**src/rtl/vending_mealy_param_if.sv**
```systemverilog
`default_nettype none
// ============================================================================
//  Module      : vending_mealy_param_if
//  Description : Coin-acceptor / actuator bundle for the vending controller.
//                The master (coin front end) drives coin and cancel.
//                The slave (controller) drives dispense, change, reject,
//                busy and the current credit.
//  Revision    : 1.0  initial release
// ============================================================================
interface vending_mealy_param_if #(
    parameter int CREDIT_W = 4
);
    logic [1:0]          coin;      // 00 none, 01 nickel, 10 dime, 11 quarter
    logic                cancel;    // refund request
    logic                dispense;  // Mealy: accepted coin completes a vend
    logic                chg5;      // one 5-cent change pulse per cycle
    logic                coin_rej;  // Mealy: coin offered while busy
    logic                busy;      // paying out change/refund
    logic [CREDIT_W-1:0] credit;    // accumulated credit in 5-cent units

    modport master (
        output coin,
        output cancel,
        input  dispense,
        input  chg5,
        input  coin_rej,
        input  busy,
        input  credit
    );

    modport slave (
        input  coin,
        input  cancel,
        output dispense,
        output chg5,
        output coin_rej,
        output busy,
        output credit
    );
endinterface
`default_nettype wire

```
**src/rtl/vending_mealy_param.sv**
```systemverilog
`default_nettype none
// ============================================================================
//  Module      : vending_mealy_param
//  Description : Parametrised vending controller. Accumulates nickel, dime
//                and quarter credit against PRICE_UNITS. Dispense is a Mealy
//                output of the completing coin; change is paid back as
//                back-to-back single-cycle chg5 pulses.
//                Optional feature macro: VEND_REFUND_EN (cancel refunds the
//                held credit as chg5 pulses; ignored when undefined).
//  Revision    : 1.0  initial release
// ============================================================================
module vending_mealy_param #(
    parameter int PRICE_UNITS = 4,  // price in 5-cent units, 1..2**CREDIT_W-5
    parameter int CREDIT_W    = 4   // needs 2**CREDIT_W > PRICE_UNITS+4
) (
    input  wire logic                  clk,
    input  wire logic                  rst_n,
    vending_mealy_param_if.slave       bus
);

    typedef enum logic [1:0] {
        ST_IDLE  = 2'd0,
        ST_ACCUM = 2'd1,
        ST_PAY   = 2'd2
    } state_t;

    // Price at sum width (for the no-wrap compare) and at register width
    // (for the owed subtraction, whose result always fits CREDIT_W bits).
    localparam logic [CREDIT_W:0]   c_PRICE_W = (CREDIT_W+1)'(PRICE_UNITS);
    localparam logic [CREDIT_W-1:0] c_PRICE_N = CREDIT_W'(PRICE_UNITS);

    state_t              state_q, state_d;
    logic [CREDIT_W-1:0] credit_q, credit_d;
    logic [CREDIT_W-1:0] owed_q, owed_d;
    logic                chg5_q, busy_q;

    logic [CREDIT_W:0]   w_coin_units;
    logic [CREDIT_W:0]   w_sum;
    logic [CREDIT_W-1:0] w_vend_owed;
    logic                w_coin_valid;
    logic                w_accepting;
    logic                w_vend;
    logic                w_cancel;

`ifdef VEND_REFUND_EN
    assign w_cancel = bus.cancel;
`else
    // Cancel has no effect in this build; the credit is held indefinitely.
    logic unused_cancel;
    assign unused_cancel = bus.cancel;
    assign w_cancel      = 1'b0;
`endif

    // Decode the coin value and form the one-bit-wider sum so it never wraps.
    always_comb begin
        w_coin_units = '0;
        case (bus.coin)
            2'b01:   w_coin_units = (CREDIT_W+1)'(1);
            2'b10:   w_coin_units = (CREDIT_W+1)'(2);
            2'b11:   w_coin_units = (CREDIT_W+1)'(5);
            default: w_coin_units = '0;
        endcase
        w_sum        = {1'b0, credit_q} + w_coin_units;
        // Overpay is at most 4 units, so the low bits hold the exact difference.
        w_vend_owed  = w_sum[CREDIT_W-1:0] - c_PRICE_N;
        w_coin_valid = (bus.coin != 2'b00);
        w_accepting  = (state_q != ST_PAY);
        w_vend       = w_accepting && w_coin_valid && (w_sum >= c_PRICE_W);
    end

    // Next-state, next-credit and next-owed decision for every state.
    always_comb begin
        state_d  = state_q;
        credit_d = credit_q;
        owed_d   = owed_q;
        case (state_q)
            ST_IDLE, ST_ACCUM: begin
                if (w_vend) begin
                    // A completing coin always wins over a simultaneous cancel.
                    credit_d = '0;
                    owed_d   = w_vend_owed;
                    state_d  = (w_vend_owed != '0) ? ST_PAY : ST_IDLE;
                end else if (w_cancel) begin
                    credit_d = '0;
                    owed_d   = w_sum[CREDIT_W-1:0];
                    state_d  = (w_sum == '0) ? ST_IDLE : ST_PAY;
                end else if (w_coin_valid) begin
                    credit_d = w_sum[CREDIT_W-1:0];
                    state_d  = ST_ACCUM;
                end
            end
            ST_PAY: begin
                // One pulse per cycle; leave after the pulse for the last unit.
                owed_d = owed_q - CREDIT_W'(1);
                if (owed_q <= CREDIT_W'(1)) begin
                    owed_d  = '0;
                    state_d = ST_IDLE;
                end
            end
            default: begin
                state_d  = ST_IDLE;
                credit_d = '0;
                owed_d   = '0;
            end
        endcase
    end

    // State register with registered Moore outputs; reset abandons any payout.
    always_ff @(posedge clk or negedge rst_n) begin
        if (!rst_n) begin
            state_q  <= ST_IDLE;
            credit_q <= '0;
            owed_q   <= '0;
            chg5_q   <= 1'b0;
            busy_q   <= 1'b0;
        end else begin
            state_q  <= state_d;
            credit_q <= credit_d;
            owed_q   <= owed_d;
            chg5_q   <= (state_d == ST_PAY);
            busy_q   <= (state_d == ST_PAY);
        end
    end

    assign bus.dispense = w_vend;
    assign bus.coin_rej = !w_accepting && w_coin_valid;
    assign bus.chg5     = chg5_q;
    assign bus.busy     = busy_q;
    assign bus.credit   = credit_q;

endmodule
`default_nettype wire

```
**src/flat_wrapper.sv**
```systemverilog
// flat-port wrapper written by rule: the top's interface ports become plain ports
module vending_mealy_param_flat 
#(
    parameter int PRICE_UNITS = 4,                                            
    parameter int CREDIT_W    = 4                                       
)
  (clk, rst_n, bus_coin, bus_cancel, bus_dispense, bus_chg5, bus_coin_rej, bus_busy, bus_credit);
  vending_mealy_param_if #(.CREDIT_W(CREDIT_W)) bus_i ();
  input  wire logic clk;
  input  wire logic rst_n;
  input wire logic [$bits(bus_i.coin)-1:0] bus_coin;
  input wire logic [$bits(bus_i.cancel)-1:0] bus_cancel;
  output wire logic [$bits(bus_i.dispense)-1:0] bus_dispense;
  output wire logic [$bits(bus_i.chg5)-1:0] bus_chg5;
  output wire logic [$bits(bus_i.coin_rej)-1:0] bus_coin_rej;
  output wire logic [$bits(bus_i.busy)-1:0] bus_busy;
  output wire logic [$bits(bus_i.credit)-1:0] bus_credit;
  assign bus_i.coin = bus_coin;
  assign bus_i.cancel = bus_cancel;
  assign bus_dispense = bus_i.dispense;
  assign bus_chg5 = bus_i.chg5;
  assign bus_coin_rej = bus_i.coin_rej;
  assign bus_busy = bus_i.busy;
  assign bus_credit = bus_i.credit;
  vending_mealy_param #(.PRICE_UNITS(PRICE_UNITS), .CREDIT_W(CREDIT_W)) u_core (.clk(clk), .rst_n(rst_n), .bus(bus_i));
endmodule
```
**config.mk**
```make
export PLATFORM = sky130hd
export DESIGN_NAME = vending_mealy_param_flat
export DESIGN_NICKNAME = d
export VERILOG_FILES = /design/src/rtl/vending_mealy_param_if.sv /design/src/rtl/vending_mealy_param.sv /design/src/flat_wrapper.sv
export SDC_FILE = /design/constraint.sdc
export NUM_CORES = 1
export LEC_CHECK = 0
export CAP_MARGIN = 25
export CORE_MARGIN = 3
export CORE_UTILIZATION = 40
export DETAILED_ROUTE_END_ITERATION = 16
export GPL_TIMING_DRIVEN = 0
export PLACE_DENSITY = 0.74
export SKIP_CTS_REPAIR_TIMING = 1
export SLEW_MARGIN = 20
export SYNTH_ARGS = -nofsm -noshare
export SYNTH_HDL_FRONTEND = slang
export SYNTH_SLANG_ARGS = --single-unit
```
**constraint.sdc**
```tcl
create_clock -name clk -period 9.1 [get_ports clk]
set_input_delay 1.82 -clock clk [delete_from_list [all_inputs] [get_ports clk]]
set_output_delay 1.82 -clock clk [all_outputs]
set_load 0.02 [all_outputs]
```
### Word-level counts from Yosys, hierarchy flattened

Cells that the tools add are included.

* reductions and logical operators: 9
* bitwise logic cells: 1
* shifts and indexed selects: 0
* add/sub/neg operators: 3
* magnitude comparators: 2
* $mul: 0
* multiplexer cells: 12
* eq/ne operators: 9
* divide/modulo/power cells: 0

Operators with widths (count)
* 2-to-1 mux 4 bit: 4
* one-hot mux 4 bit (2 select lines): 2
* one-hot mux 3 bit (3 select lines): 1
* == test 2 bit (second input constant): 4
* 2-to-1 mux 2 bit: 4
* adder 4 x 3 -> 5 bit: 1
* >= comparator 5 x 3 -> 1 bit (second input constant): 1
* == test 2 x 1 -> 1 bit (second input constant): 2
* less-or-equal comparator 4 x 1 -> 1 bit (second input constant): 1
* inequality test 2 bit (second input constant): 2
* one-hot mux 2 bit (2 select lines): 1
* nonzero test 4 bit: 1
* subtractor 4 x 1 -> 4 bit (second input constant): 1
* subtractor 4 x 3 -> 4 bit (second input constant): 1
* logical AND 1 bit: 3
* inequality test 3 x 2 -> 1 bit (second input constant): 1
* zero test 2 bit: 1
* AND reduction 2 bit: 1
* nonzero test 2 bit: 1
* OR reduction 2 bit: 1
* zero test 1 bit: 1
* NOT 1 bit: 1

* logic and storage cells: 40
* register bits after elaboration: 11
* bits in latches: 0
* memory bits (read-only): 0
* output and inout port bits: 8
* bits in writable memories: 0
* memories kept: 0
* bits of input ports: 5

### Logic depth before layout (Yosys ltp)

* depth in word-level cells: 9
* depth in mapped cells: 11
* depth with buffers taken out: 11

### Worst setup path before layout

OpenSTA, ideal clock, no wires.

* kind: input-to-output
* start point: input port bus_coin[0]
* end point: output port bus_dispense
* data required time: 7280 ps
* buffers on the path: 1
* arrival time: 4079 ps
* stages on the path: 11
* slack: 3201 ps
* path through: clkbuf_1 ha_1 inv_1 fa_1 xor2_1 inv_1 ha_1 and3b_2 a2111o_1 nor2_1 nor3_1

* cells in the longest elaborated chain, start to end: 5

Ends and longest elaborated chain
* start, declared: line flat_wrapper.sv:11 `input wire logic [$bits(bus_i.coin)-1:0] bus_coin;`
* == test 2 bit or == test 2 x 1 -> 1 bit (tied branches): line vending_mealy_param.sv:57 `case (bus.coin)`
* one-hot mux 3 bit (3 select lines): line vending_mealy_param.sv:57
* adder 4 x 3 -> 5 bit: line vending_mealy_param.sv:63 `w_sum = {1'b0, credit_q} + w_coin_units;`
* >= comparator 5 x 3 -> 1 bit: line vending_mealy_param.sv:68 `w_vend = w_accepting && w_coin_valid && (w_sum >= c_PRICE_W);`
* logical AND 1 bit (*): line vending_mealy_param.sv:68
* end, declared: line flat_wrapper.sv:13 `output wire logic [$bits(bus_i.dispense)-1:0] bus_dispense;`

Every way passes the cells marked *; elsewhere a longest branch is shown, timed or not.

### Final worst setup path

Same ends and word-level chain as after synthesis.

==> out/qor.tcl <==
set qor(power_per_standard_cell_area_nw_per_um2) 308
set qor(period_minus_slack_ns) 7.19
set qor(worst_setup_path_endpoint) {bus_dispense}
set qor(finish.net_count) 112
set qor(synth_seq_area_share) 0.341
set qor(fp.dieH_um) 51.0
set qor(worstReg2RegEnd) {u_core.owed_q[0]}
set qor(first_global_vias) 666
set qor(clock_sinks) 11
set qor(critPathSlowestCell) {sky130_fd_sc_hd__clkdlybuf4s50_1}
set qor(vias_per_cell) 5.65
set qor(synth_enable_flop_cells) 0
set qor(worst_slack_ns) 1.91
set qor(std_cell_rows) 15
set qor(worst-setup-path-type) {in2out}
set qor(critPathArrivalTime_ns) 5.37
set qor(clk_transition_reported_paths_ns) 0.07
set qor(drv_cap) 0
set qor(critical-path-top-delay-family) {buffers and inverters}
set qor(synth_cells) 83
set qor(fraction_of_registers_with_async_set_reset) 1.00
set qor(timing_worst_slew_pin_value_ns) 0.748
set qor(portBuffers) 11
set qor(cts_made_buffers) 3
set qor(filler_cell_count) 179
set qor(holdPathStages) 1
set qor(reg2reg_slack_ns) 6.06
set qor(critical_path_startpoint_category) {primary input}
set qor(reg2reg_depth) 10
set qor(slew-limit-headroom) 0.497
set qor(r2r_start) {u_core.bus.credit[0]}
set qor(floorplan.initialDensity) 0.444
set qor(timing_hold_violations_final) 0
set qor(pre_cts_ws_ns) 1.92
set qor(timing.critical_path.required_ns) 7.28
set qor(finalMaxSlewViolations) 0
set qor(synth_area_per_cell_um2) 9.74
set qor(hold_path.class) {reg2reg}
set qor(worst_skew_pair_later_pin_latency_ns) 0.28
set qor(synth_commonest_cells) {11 x sky130_fd_sc_hd__dfrtp_1, 8 x sky130_fd_sc_hd__inv_1, 7 x sky130_fd_sc_hd__ha_1, 6 x sky130_fd_sc_hd__a21oi_1}
set qor(cts_buffer_depth) 2
set qor(design.die.area_um2) 2600
set qor(drt_drc_violations_left) 0
set qor(avgRoutedWirePerCell_um) 14.3
set qor(hpwlAfterDp_um) 1360
set qor(setup_viol) 0
set qor(antenna_viol_nets_final) 0
set qor(rsz0062_at_grt) {no}
set qor(cp_bufs_invs) 5
set qor(post_synth_num_cell_types) 37
set qor(io_pins) 13
set qor(dr.first_iter.drc_count) 10
set qor(vdd.ir_drop.worst_mv) 0.161
set qor(timing.fmax_mhz) 139
set qor(timing.critical_path.depth) 13
set qor(final.period_utilization) 0.790
set qor(mappedNetlistNets) 96
set qor(routed_wl_um) 1760
set qor(static-leakage-power_nw) 0.448
set qor(synth_most_common_cell) {sky130_fd_sc_hd__dfrtp_1}
set qor(cts-root-buf) {sky130_fd_sc_hd__clkbuf_4}
set qor(grt_max_degree) 12
set qor(number_of_antenna_violations_at_the_first_check_in_global_routing) 0
set qor(global_route.usage.total) 0.157
set qor(endpoint_kind) {primary output}
set qor(synth_area_um2) 808
set qor(synth.ff_latch_count) 11
set qor(syn2layout_area_growth_pct) 20.9
set qor(layout-drive-gt1-share) 0.102
set qor(first_pass_grt_wire_length_um) 3070
set qor(cp_slowest_stage_delay_ns) 0.55
set qor(vias) 695
set qor(tritoncts) {yes}
set qor(yosys_most_used_dff) {sky130_fd_sc_hd__dfrtp_1}
set qor(drtPass1Iterations) 4
set qor(crit_start) {bus_coin[0]}
set qor(gpl.final_weighted_congestion) 0.795
set qor(worst_clock_skew_ns) 0.00573
set qor(setup_tns_ns) 0
set qor(die_span_in_x_um) 51.0
set qor(syn_warnings) 0
set qor(antenna_cells_inserted) 0
set qor(multi_input_comb_area_um2) 484
set qor(path_cells) {clkdlybuf4s50_1, clkbuf_1, ha_1, inv_1, fa_1, xor2_1, inv_1, ha_1, and3b_2, a2111o_1, nor2_1, nor3_1, clkdlybuf4s50_1}
set qor(synth_top_area_frac) 0.341
set qor(most_area_hungry_cell_type_in_the_yosys_netlist) {sky130_fd_sc_hd__dfrtp_1}
set qor(fp.coreArea_um2) 1820
set qor(cp_max_fo) 6
set qor(outcome) {finished, final reports clean}
set qor(seq_area_um2) 275
set qor(grt_overflow) 0
set qor(ctsHtreeMaxLevel) 1
set qor(synth_area_leaders) {sky130_fd_sc_hd__dfrtp_1 34%, sky130_fd_sc_hd__ha_1 11%, sky130_fd_sc_hd__a21oi_1 3.7%}
sequential cells by signal (all words and copies together), names as in the netlist:
signal	cells
u_core.bus.chg5	1
u_core.owed_q	4
u_core.bus.credit	4
u_core.state_q	2
worst reg2reg max path: cells and delay by family (launching register included):
| kind | cells | cell delay [ns] |
|---|---|---|
| compound gates | 3 | 0.98 |
| xor+xnor | 1 | 0.29 |
| buf+inv | 2 | 0.22 |
| simple gates | 1 | 0.21 |
| fa+ha+maj | 3 | 0.78 |
| flops | 1 | 0.40 |
worst min-delay path by stage:
| stage | startpoint | end | slack (ns) |
|---|---|---|---|
| finish | u_core.bus.credit[2] | u_core.bus.credit[2] | 0.54 |
| CTS | u_core.bus.credit[2] | u_core.bus.credit[2] | 0.54 |
| global placement | u_core.bus.credit[2] | u_core.bus.credit[2] | 0.51 |
| global route | u_core.bus.credit[2] | u_core.bus.credit[2] | 0.56 |
| detailed placement | u_core.bus.credit[2] | u_core.bus.credit[2] | 0.53 |
| floorplan | u_core.state_q[0] | u_core.state_q[0] | 0.52 |
logic make-up (layout without fill, tap and decap cells):
logic type / count (synthesis) / count (layout) / share of synthesized area
DFF: 11 / 11 / 0.341
buffers and inverters: 12 / 27 / 0.0604
adders and majority gates: 8 / 8 / 0.133
AOI/OAI and AO/OA: 25 / 25 / 0.268
xor gates and xnor gates: 2 / 2 / 0.0217
and+or+nand+nor: 25 / 25 / 0.176
layer usage:
metal	routed length (um)	vias up	track usage	part of all wire
li1	-	337	-	-
met1	780	335	0.203	0.44
met2	846	19	0.253	0.48
met3	102	4	0.0350	0.058
met4	28	0	0.0628	0.016
met5	0	-	0	0
metrics by stage:
stage               hold slack [ns]  area [um^2]  total power [mW]  cells  utilization
floorplan                     0.517          808             0.209     83            -
finish                        0.538          977             0.301    123        0.537
global placement              0.507          950             0.259    119        0.522
detailed placement            0.529          950             0.265    119        0.522
CTS                           0.544          977             0.301    123        0.537
global route                  0.557          977             0.328    123        0.537
placed cells by master (no fill, tap or decap), drive strengths merged, types with 2 or more instances in the layout:
cell type / instances
o41ai: 2
inv: 8
and3b: 2
nand2: 3
nand2b: 4
nor2: 4
o311ai: 2
ha: 7
dfrtp: 11
clkdlybuf4s50: 11
and2: 3
nor3: 3
a21oi: 6
xor2: 2
clkbuf: 6
cell type report:
class                   instances  area share
clock inverters                 1     0.00512
multi-input cells              60       0.496
flip-flops and latches         11       0.282
plain buffers                   4      0.0192
inverters                       8      0.0307
repair buffers                 11       0.113
clock buffers                   3      0.0230
well taps                      25      0.0320
where the power goes:
part	switching, mW	internal [mW]	leakage (nW)
sequential	0.0169	0.0687	0.139
combinational	0.0982	0.0829	0.292
clock	0.0184	0.0163	0.0177
total	0.134	0.168	0.448
(Power assumes the default switching activity.)
